$ cat config.mk
export PLATFORM = sky130hd
export DESIGN_NAME = mem_stage_hs
export DESIGN_NICKNAME = d
export VERILOG_FILES = /design/src/rtl/mem_stage_pkg.sv /design/src/rtl/mem_stage_hs_load_align.sv /design/src/rtl/mem_stage_hs.sv
export SDC_FILE = /design/constraint.sdc
export NUM_CORES = 1
export LEC_CHECK = 0
export CAP_MARGIN = 25
export CELL_PAD_IN_SITES_DETAIL_PLACEMENT = 0
export CELL_PAD_IN_SITES_GLOBAL_PLACEMENT = 1
export CORE_MARGIN = 2
export CORE_UTILIZATION = 24
export CTS_CLUSTER_DIAMETER = 50
export CTS_CLUSTER_SIZE = 24
export DETAILED_ROUTE_END_ITERATION = 10
export PLACE_DENSITY_LB_ADDON = 0.12
export SYNTH_ARGS = -nofsm -noshare
export SYNTH_HDL_FRONTEND = slang
export SYNTH_SLANG_ARGS = --single-unit
$ cat constraint.sdc
create_clock -name clk -period 2.4 [get_ports clk]
set_input_delay 0.72 -clock clk [delete_from_list [all_inputs] [get_ports clk]]
set_output_delay 0.72 -clock clk [all_outputs]
set_load 0.005 [all_outputs]
$ cat src/rtl/mem_stage_pkg.sv
`default_nettype none
// +----------------------------------------------------------------------+
// | Module   : mem_stage_pkg                                             |
// | Purpose  : Shared funct3 codes, FSM state type and access-size       |
// |            helpers for the handshaked memory stage.                  |
// | Revision : 1.0  initial release                                      |
// +----------------------------------------------------------------------+
package mem_stage_pkg;

  localparam logic [2:0] F3_B  = 3'b000;
  localparam logic [2:0] F3_H  = 3'b001;
  localparam logic [2:0] F3_W  = 3'b010;
  localparam logic [2:0] F3_D  = 3'b011;
  localparam logic [2:0] F3_BU = 3'b100;
  localparam logic [2:0] F3_HU = 3'b101;
  localparam logic [2:0] F3_WU = 3'b110;

  typedef enum logic [1:0] {
    IDLE     = 2'd0,
    WAIT_GNT = 2'd1,
    WAIT_RSP = 2'd2
  } mem_st_e;

  // log2 of the access size in bytes; the RV64-only codes fall back to a word on RV32
  function automatic logic [1:0] size_log2(input logic [2:0] funct3, input logic is64);
    case (funct3)
      F3_B, F3_BU: size_log2 = 2'd0;
      F3_H, F3_HU: size_log2 = 2'd1;
      F3_D:        size_log2 = is64 ? 2'd3 : 2'd2;
      default:     size_log2 = 2'd2;
    endcase
  endfunction

  // Byte-enable pattern for the access size, before shifting to the lane offset
  function automatic logic [7:0] size_mask(input logic [2:0] funct3, input logic is64);
    case (size_log2(funct3, is64))
      2'd0:    size_mask = 8'h01;
      2'd1:    size_mask = 8'h03;
      2'd2:    size_mask = 8'h0F;
      default: size_mask = 8'hFF;
    endcase
  endfunction

  // Low address bits that must be zero for a naturally aligned access
  function automatic logic [2:0] align_mask(input logic [2:0] funct3, input logic is64);
    case (size_log2(funct3, is64))
      2'd0:    align_mask = 3'b000;
      2'd1:    align_mask = 3'b001;
      2'd2:    align_mask = 3'b011;
      default: align_mask = 3'b111;
    endcase
  endfunction

endpackage
`default_nettype wire

$ cat src/rtl/mem_stage_hs_load_align.sv
`default_nettype none
// +----------------------------------------------------------------------+
// | Module   : load_align                                                |
// | Purpose  : Extracts a byte/half/word/double from a full bus word at  |
// |            a lane offset and sign- or zero-extends it to XLEN.       |
// | Revision : 1.0  initial release                                      |
// +----------------------------------------------------------------------+
module load_align #(
  parameter int XLEN = 32
) (
  input  logic [XLEN-1:0]              rdata,
  input  logic [$clog2(XLEN/8)-1:0]    off,
  input  logic [2:0]                   funct3,
  output logic [XLEN-1:0]              data
);
  import mem_stage_pkg::*;

  localparam logic IS64 = (XLEN == 64);

  logic [XLEN-1:0] w_shifted;
  logic [XLEN-1:0] w_left;
  logic [1:0]      w_lg;
  logic [6:0]      w_pad;
  logic            w_signed;

  // Move the addressed lane to bit 0, park it at the MSB end, then shift back
  // arithmetically or logically to get the extension for free
  always_comb begin
    w_shifted = rdata >> {off, 3'b000};
    w_lg      = size_log2(funct3, IS64);
    w_pad     = 7'(XLEN) - (7'd8 << w_lg);
    w_signed  = ~funct3[2];
    w_left    = w_shifted << w_pad;
    data      = w_signed ? $unsigned($signed(w_left) >>> w_pad) : (w_left >> w_pad);
  end

endmodule
`default_nettype wire

$ cat src/rtl/mem_stage_hs.sv
`default_nettype none
// +----------------------------------------------------------------------+
// | Module   : mem_stage_hs                                              |
// | Purpose  : RV memory stage with req/gnt/rvalid data-memory port,     |
// |            lane steering, load extension, misalignment detection,    |
// |            pipeline stall and the MEM/WB register.                   |
// | Revision : 1.0  initial release                                      |
// +----------------------------------------------------------------------+
module mem_stage_hs
  import mem_stage_pkg::*;
#(
  parameter int XLEN   = 32,
  parameter int REG_AW = 5,
  parameter int NB     = XLEN / 8
) (
  input  logic              clk,
  input  logic              srst,
  input  logic              valid_m,
  input  logic [REG_AW-1:0] rd_m,
  input  logic [XLEN-1:0]   alu_result_m,
  input  logic [XLEN-1:0]   write_data_m,
  input  logic [XLEN-1:0]   pc_plus4_m,
  input  logic [2:0]        funct3_m,
  input  logic              mem_read_m,
  input  logic              mem_write_m,
  input  logic              reg_write_m,
  input  logic [1:0]        result_src_m,
  output logic              dmem_req,
  output logic              dmem_we,
  output logic [XLEN-1:0]   dmem_addr,
  output logic [NB-1:0]     dmem_be,
  output logic [XLEN-1:0]   dmem_wdata,
  input  logic              dmem_gnt,
  input  logic              dmem_rvalid,
  input  logic [XLEN-1:0]   dmem_rdata,
  output logic              stall_m,
  output logic              valid_w,
  output logic [REG_AW-1:0] rd_w,
  output logic [XLEN-1:0]   alu_result_w,
  output logic [XLEN-1:0]   read_data_w,
  output logic [XLEN-1:0]   pc_plus4_w,
  output logic              reg_write_w,
  output logic [1:0]        result_src_w,
  output logic              misalign_w
);

  localparam int   OFFW = $clog2(NB);
  localparam logic IS64 = (XLEN == 64);

  mem_st_e         r_state;
  mem_st_e         w_state_nxt;
  logic            w_acc;
  logic            w_mis;
  logic            w_go;
  logic            w_done;
  logic [OFFW-1:0] w_off;
  logic [1:0]      w_lg;
  logic [XLEN-1:0] w_load_data;

  // Access classification: a request only goes out for aligned memory ops
  always_comb begin
    w_off  = alu_result_m[OFFW-1:0];
    w_lg   = size_log2(funct3_m, IS64);
    w_acc  = valid_m & (mem_read_m | mem_write_m);
    w_mis  = w_acc & (|(alu_result_m[2:0] & align_mask(funct3_m, IS64)));
    w_go   = w_acc & ~w_mis;
    w_done = (r_state == WAIT_RSP) & dmem_rvalid;
  end

  // Bus fields come straight from the held MEM inputs, so they stay stable until grant
  always_comb begin
    dmem_we   = mem_write_m & w_go;
    dmem_addr = {alu_result_m[XLEN-1:OFFW], {OFFW{1'b0}}};
    dmem_be   = NB'(size_mask(funct3_m, IS64) << w_off);
    case (w_lg)
      2'd0:    dmem_wdata = {NB{write_data_m[7:0]}};
      2'd1:    dmem_wdata = {(NB/2){write_data_m[15:0]}};
      2'd2:    dmem_wdata = {(NB/4){write_data_m[31:0]}};
      default: dmem_wdata = write_data_m;
    endcase
    stall_m = w_go & ~w_done;
  end

  // Handshake state register; reset abandons any transaction in flight
  always_ff @(posedge clk) begin
    if (srst) r_state <= IDLE;
    else      r_state <= w_state_nxt;
  end

  // Next state and request: gnt only matters while req is high, rvalid only in WAIT_RSP
  always_comb begin
    w_state_nxt = r_state;
    dmem_req    = 1'b0;
    case (r_state)
      IDLE: begin
        if (w_go) begin
          dmem_req    = 1'b1;
          w_state_nxt = dmem_gnt ? WAIT_RSP : WAIT_GNT;
        end
      end
      WAIT_GNT: begin
        dmem_req = 1'b1;
        if (dmem_gnt) w_state_nxt = WAIT_RSP;
      end
      WAIT_RSP: begin
        if (dmem_rvalid) w_state_nxt = IDLE;
      end
      default: w_state_nxt = IDLE;
    endcase
  end

  load_align #(.XLEN(XLEN)) u_load_align (
    .rdata  (dmem_rdata),
    .off    (w_off),
    .funct3 (funct3_m),
    .data   (w_load_data)
  );

  // MEM/WB register: bubbles while stalled, trap marker on misalignment, else capture.
  // A bubble also clears misalign_w so it can never raise a spurious trap.
  always_ff @(posedge clk) begin
    if (srst) begin
      valid_w      <= 1'b0;
      rd_w         <= '0;
      alu_result_w <= '0;
      read_data_w  <= '0;
      pc_plus4_w   <= '0;
      reg_write_w  <= 1'b0;
      result_src_w <= '0;
      misalign_w   <= 1'b0;
    end else if (stall_m) begin
      valid_w     <= 1'b0;
      reg_write_w <= 1'b0;
      misalign_w  <= 1'b0;
    end else begin
      rd_w         <= rd_m;
      alu_result_w <= alu_result_m;
      pc_plus4_w   <= pc_plus4_m;
      result_src_w <= result_src_m;
      if (w_mis) begin
        valid_w     <= 1'b1;
        misalign_w  <= 1'b1;
        reg_write_w <= 1'b0;
        read_data_w <= '0;
      end else begin
        valid_w     <= valid_m;
        misalign_w  <= 1'b0;
        reg_write_w <= reg_write_m & valid_m;
        read_data_w <= (mem_read_m & valid_m) ? w_load_data : '0;
      end
    end
  end

endmodule
`default_nettype wire

==> results.ini <==
[status]
status=complete, but fails checks
violations=negative setup slack

[worst_setup_path]
worstSetupStartpoint=funct3_m[0]
cp_num_buf_inv=5
r2r_end=pc_plus4_w[3]
worstReg2RegStart=r_state[0]
crit_path_frequent_cell=buf_6
path_cells=buf_8 > or2_4 > a211oi_4 > buf_4 > nand2_4 > buf_6 > inv_4 > buf_6
critPathSlowestCell=or2_4
r2r_slack_ps=540
end_kind=output port
start_kind=input port
critPathArrivalTime_ps=1760
path_max_fanout=2
critPathKind=in -> out
path_depth=8
worstPathRequired_ps=1680
rr_worst_depth=4
crit_end=stall_m
path_delay_family=buffers and inverters
critPathMaxStageDelay_ps=270

[final_layout]
design_area_sq_um=9390
finalNetCount=1095
layout-drive-gt1-share_pct=16.4
fill_cells=2163
area_growth_pct=73.8
antenna_cells=0

[cts]
h-tree-depth=3
insertion_delay_ps=350
cts_sinks=108
clk_pin_slew_ps=80
cts-root-buf=clkbuf_16
cts_tree=done
cts_buffer_depth=2
cts_buffers=9

[die]
core_area_sq_um=22000
fp.dieW_microns=154
die_h_microns=154
initial_core_util_pct=24.6
fp.dieArea_sq_um=23700
rows=54
num_io_pins=323

[logic_synthesis]
synth-async-reset-ratio_pct=0
yosysTopAreaCell=dfxtp_1
syn_area_per_cell_sq_um=8.41
synthesis.instances=642
ys_seq_elements=108
synth_edf_count=0
synth_cell_types=43
synth_area_sq_um=5400
seq_area_frac_synth_pct=40.0
synth_top_area_share_pct=40.0
synth.top_cells.by_count=dfxtp_1, nand3_1, a21oi_1, o21ai_0, clkbuf_1
synth_flop_cell=dfxtp_1
ys_warn_count=0
ys_top_cells_by_area=dfxtp_1, nand3_1, a21oi_1, o21ai_0, buf_4
yosysMostFrequentCell=dfxtp_1

[sta]
finalMaxSlewViolations=0
finalSetupViolCount=2
tns_ps=-103
rsz0062_at_grt=true
min_period_over_period_pct=103
max_slew.worst_pin.slew_ps=966
setup_ws_ps=-82.5
skew_ps=7.26
relSlewSlack_pct=35.6
timing.final.crit_period_ps=2480
fmax_ghz=0.403
hold_violations=0

[grt]
grt_pass1_wl_microns=33300
grt_use_total_pct=17.5
grt_start_max_net_pins=86
globalRoute.totalOverflow=0
grt_pass1_vias=5909
antenna_found_initial=0

[detailed_routing]
dr.pass1.iters=6
drtIter0Drc=282
vias_per_cell=4.77
wl_per_cell_microns=17.2
drt-total-wl_microns=21300
vias=5885
final_antenna_net_count=0
route.detailed.drc=0

[power_and_ir_drop]
p_sw_uw=1280
p_per_area_nw_per_um2=496
switching_share_pct=27.4
vdd_ir_drop_max_mv=0.284
p_total_uw=4660
intPower_uw=3380
p_seq_share_pct=41.2
p_comb_share_pct=23.9
leakagePower_uw=0.00363
pwr-share-clk_pct=34.9

[worst_hold_path]
worstHoldPathType=reg -> reg

[job]
drv_cap=0

[place]
portBuffers=320
dp.final_hpwl_microns=15300
place_congestion=0.778
postPlaceCellArea_sq_um=8830

==> power by group through the flow <==
stage,Combinational [uW],Clock [uW],Sequential [uW]
final,1110,1620,1920
after global routing,1210,1750,1930
after CTS,1110,1690,1920
after detailed placement,1110,0,1960
after global placement,1100,0,1960
after floorplan,411,0,1970
==> cells in the final DEF (no fill, tap or decap), types with 2 or more instances in the layout <==
| cell type | n |
|---|---|
| clkbuf_2 | 6 |
| buf_4 | 66 |
| buf_2 | 7 |
| conb_1 | 2 |
| nor2_2 | 3 |
| dfxtp_1 | 108 |
| a32oi_1 | 8 |
| nor3_4 | 2 |
| mux2i_1 | 30 |
| mux2_2 | 16 |
| nand2_1 | 34 |
| o21ai_0 | 76 |
| buf_6 | 7 |
| clkdlybuf4s15_2 | 3 |
| nand3_1 | 87 |
| o21ai_1 | 5 |
| buf_8 | 2 |
| nand2b_1 | 7 |
| nor2_1 | 12 |
| a221o_1 | 16 |
| o211ai_1 | 7 |
| clkinv_8 | 2 |
| nor3_1 | 2 |
| dlygate4sd2_1 | 51 |
| inv_8 | 2 |
| buf_12 | 9 |
| clkdlybuf4s15_1 | 5 |
| a211oi_2 | 2 |
| nand2_4 | 2 |
| inv_2 | 2 |
| clkbuf_16 | 9 |
| a21oi_1 | 84 |
| clkdlybuf4s50_1 | 242 |
| nand3b_1 | 10 |
==> cell type report <==
cell class	instances	area, sq um	share of cell area, %
multi-input cells	426	2680	28.6
repair buffers	400	3850	41.0
clock buffers	9	225	2.40
inverters	4	17.5	0.187
clock inverters	7	103	1.09
flip-flops and latches	108	2160	23.0
well taps	280	350	3.73
==> logic make-up (layout without fill, tap and decap cells) <==
kind of cell | after synthesis | count (layout) | share of synthesized area [%]
compound gates | 209 | 209 | 23.1
simple gates | 168 | 168 | 15.7
buf+inv | 109 | 420 | 11.8
flops | 108 | 108 | 40.0
mux | 47 | 47 | 9.31
other cells | 1 | 2 | 0.0694
==> per-layer routing <==
layer,up-vias,global-route usage [%],routed length (microns)
li1,2902,-,-
met2,199,28.8,9960
met4,0,5.56,508
met1,2756,22.1,9430
met5,-,0,0
met3,28,4.82,1380
==> sequential cells by signal (all words and copies together), names as in the netlist <==
name	flops
misalign_w	1
result_src_w	2
valid_w	1
r_state	2
read_data_w	32
reg_write_w	1
alu_result_w	32
pc_plus4_w	32
rd_w	5
==> how the worst min path moves through the flow <==
stage                           startpoint               end  slack (ps)  cells after the start
after global placement    alu_result_w[19]  alu_result_w[19]         450                      2
after CTS                   pc_plus4_w[29]    pc_plus4_w[29]         470                      2
after floorplan            alu_result_w[0]   alu_result_w[0]         460                      2
after detailed placement    pc_plus4_w[29]    pc_plus4_w[29]         450                      2
final                       pc_plus4_w[29]    pc_plus4_w[29]         460                      2
after global routing      alu_result_w[29]  alu_result_w[29]         480                      2
==> worst min-delay path: stages (launching register included) <==
cell and delay [ps]:
dfxtp_1 310, nand3_1 60, a21oi_1 50
==> per-stage QoR <==
step | setup slack (ps) | cells | utilization [%] | hold WS, ps
floorplan | -53.2 | 643 | - | 460
global placement | -799 | 1196 | 40.2 | 448
detailed placement | -833 | 1196 | 40.2 | 454
CTS | -109 | 1235 | 42.6 | 467
global route | -131 | 1234 | 42.8 | 484
finish | -82.5 | 1234 | 42.8 | 463
==> timing repair <==
item | 4_1_cts | 5_1_grt
pin swaps | 4 | 4
gates cloned | 1 | 0
hold buffers | 0 | 0
setup endpoints to repair | 157 | 38
resized for setup | 145 | 34
setup buffers | 25 | 2
No activity file was read; power rests on OpenSTA's default activity.
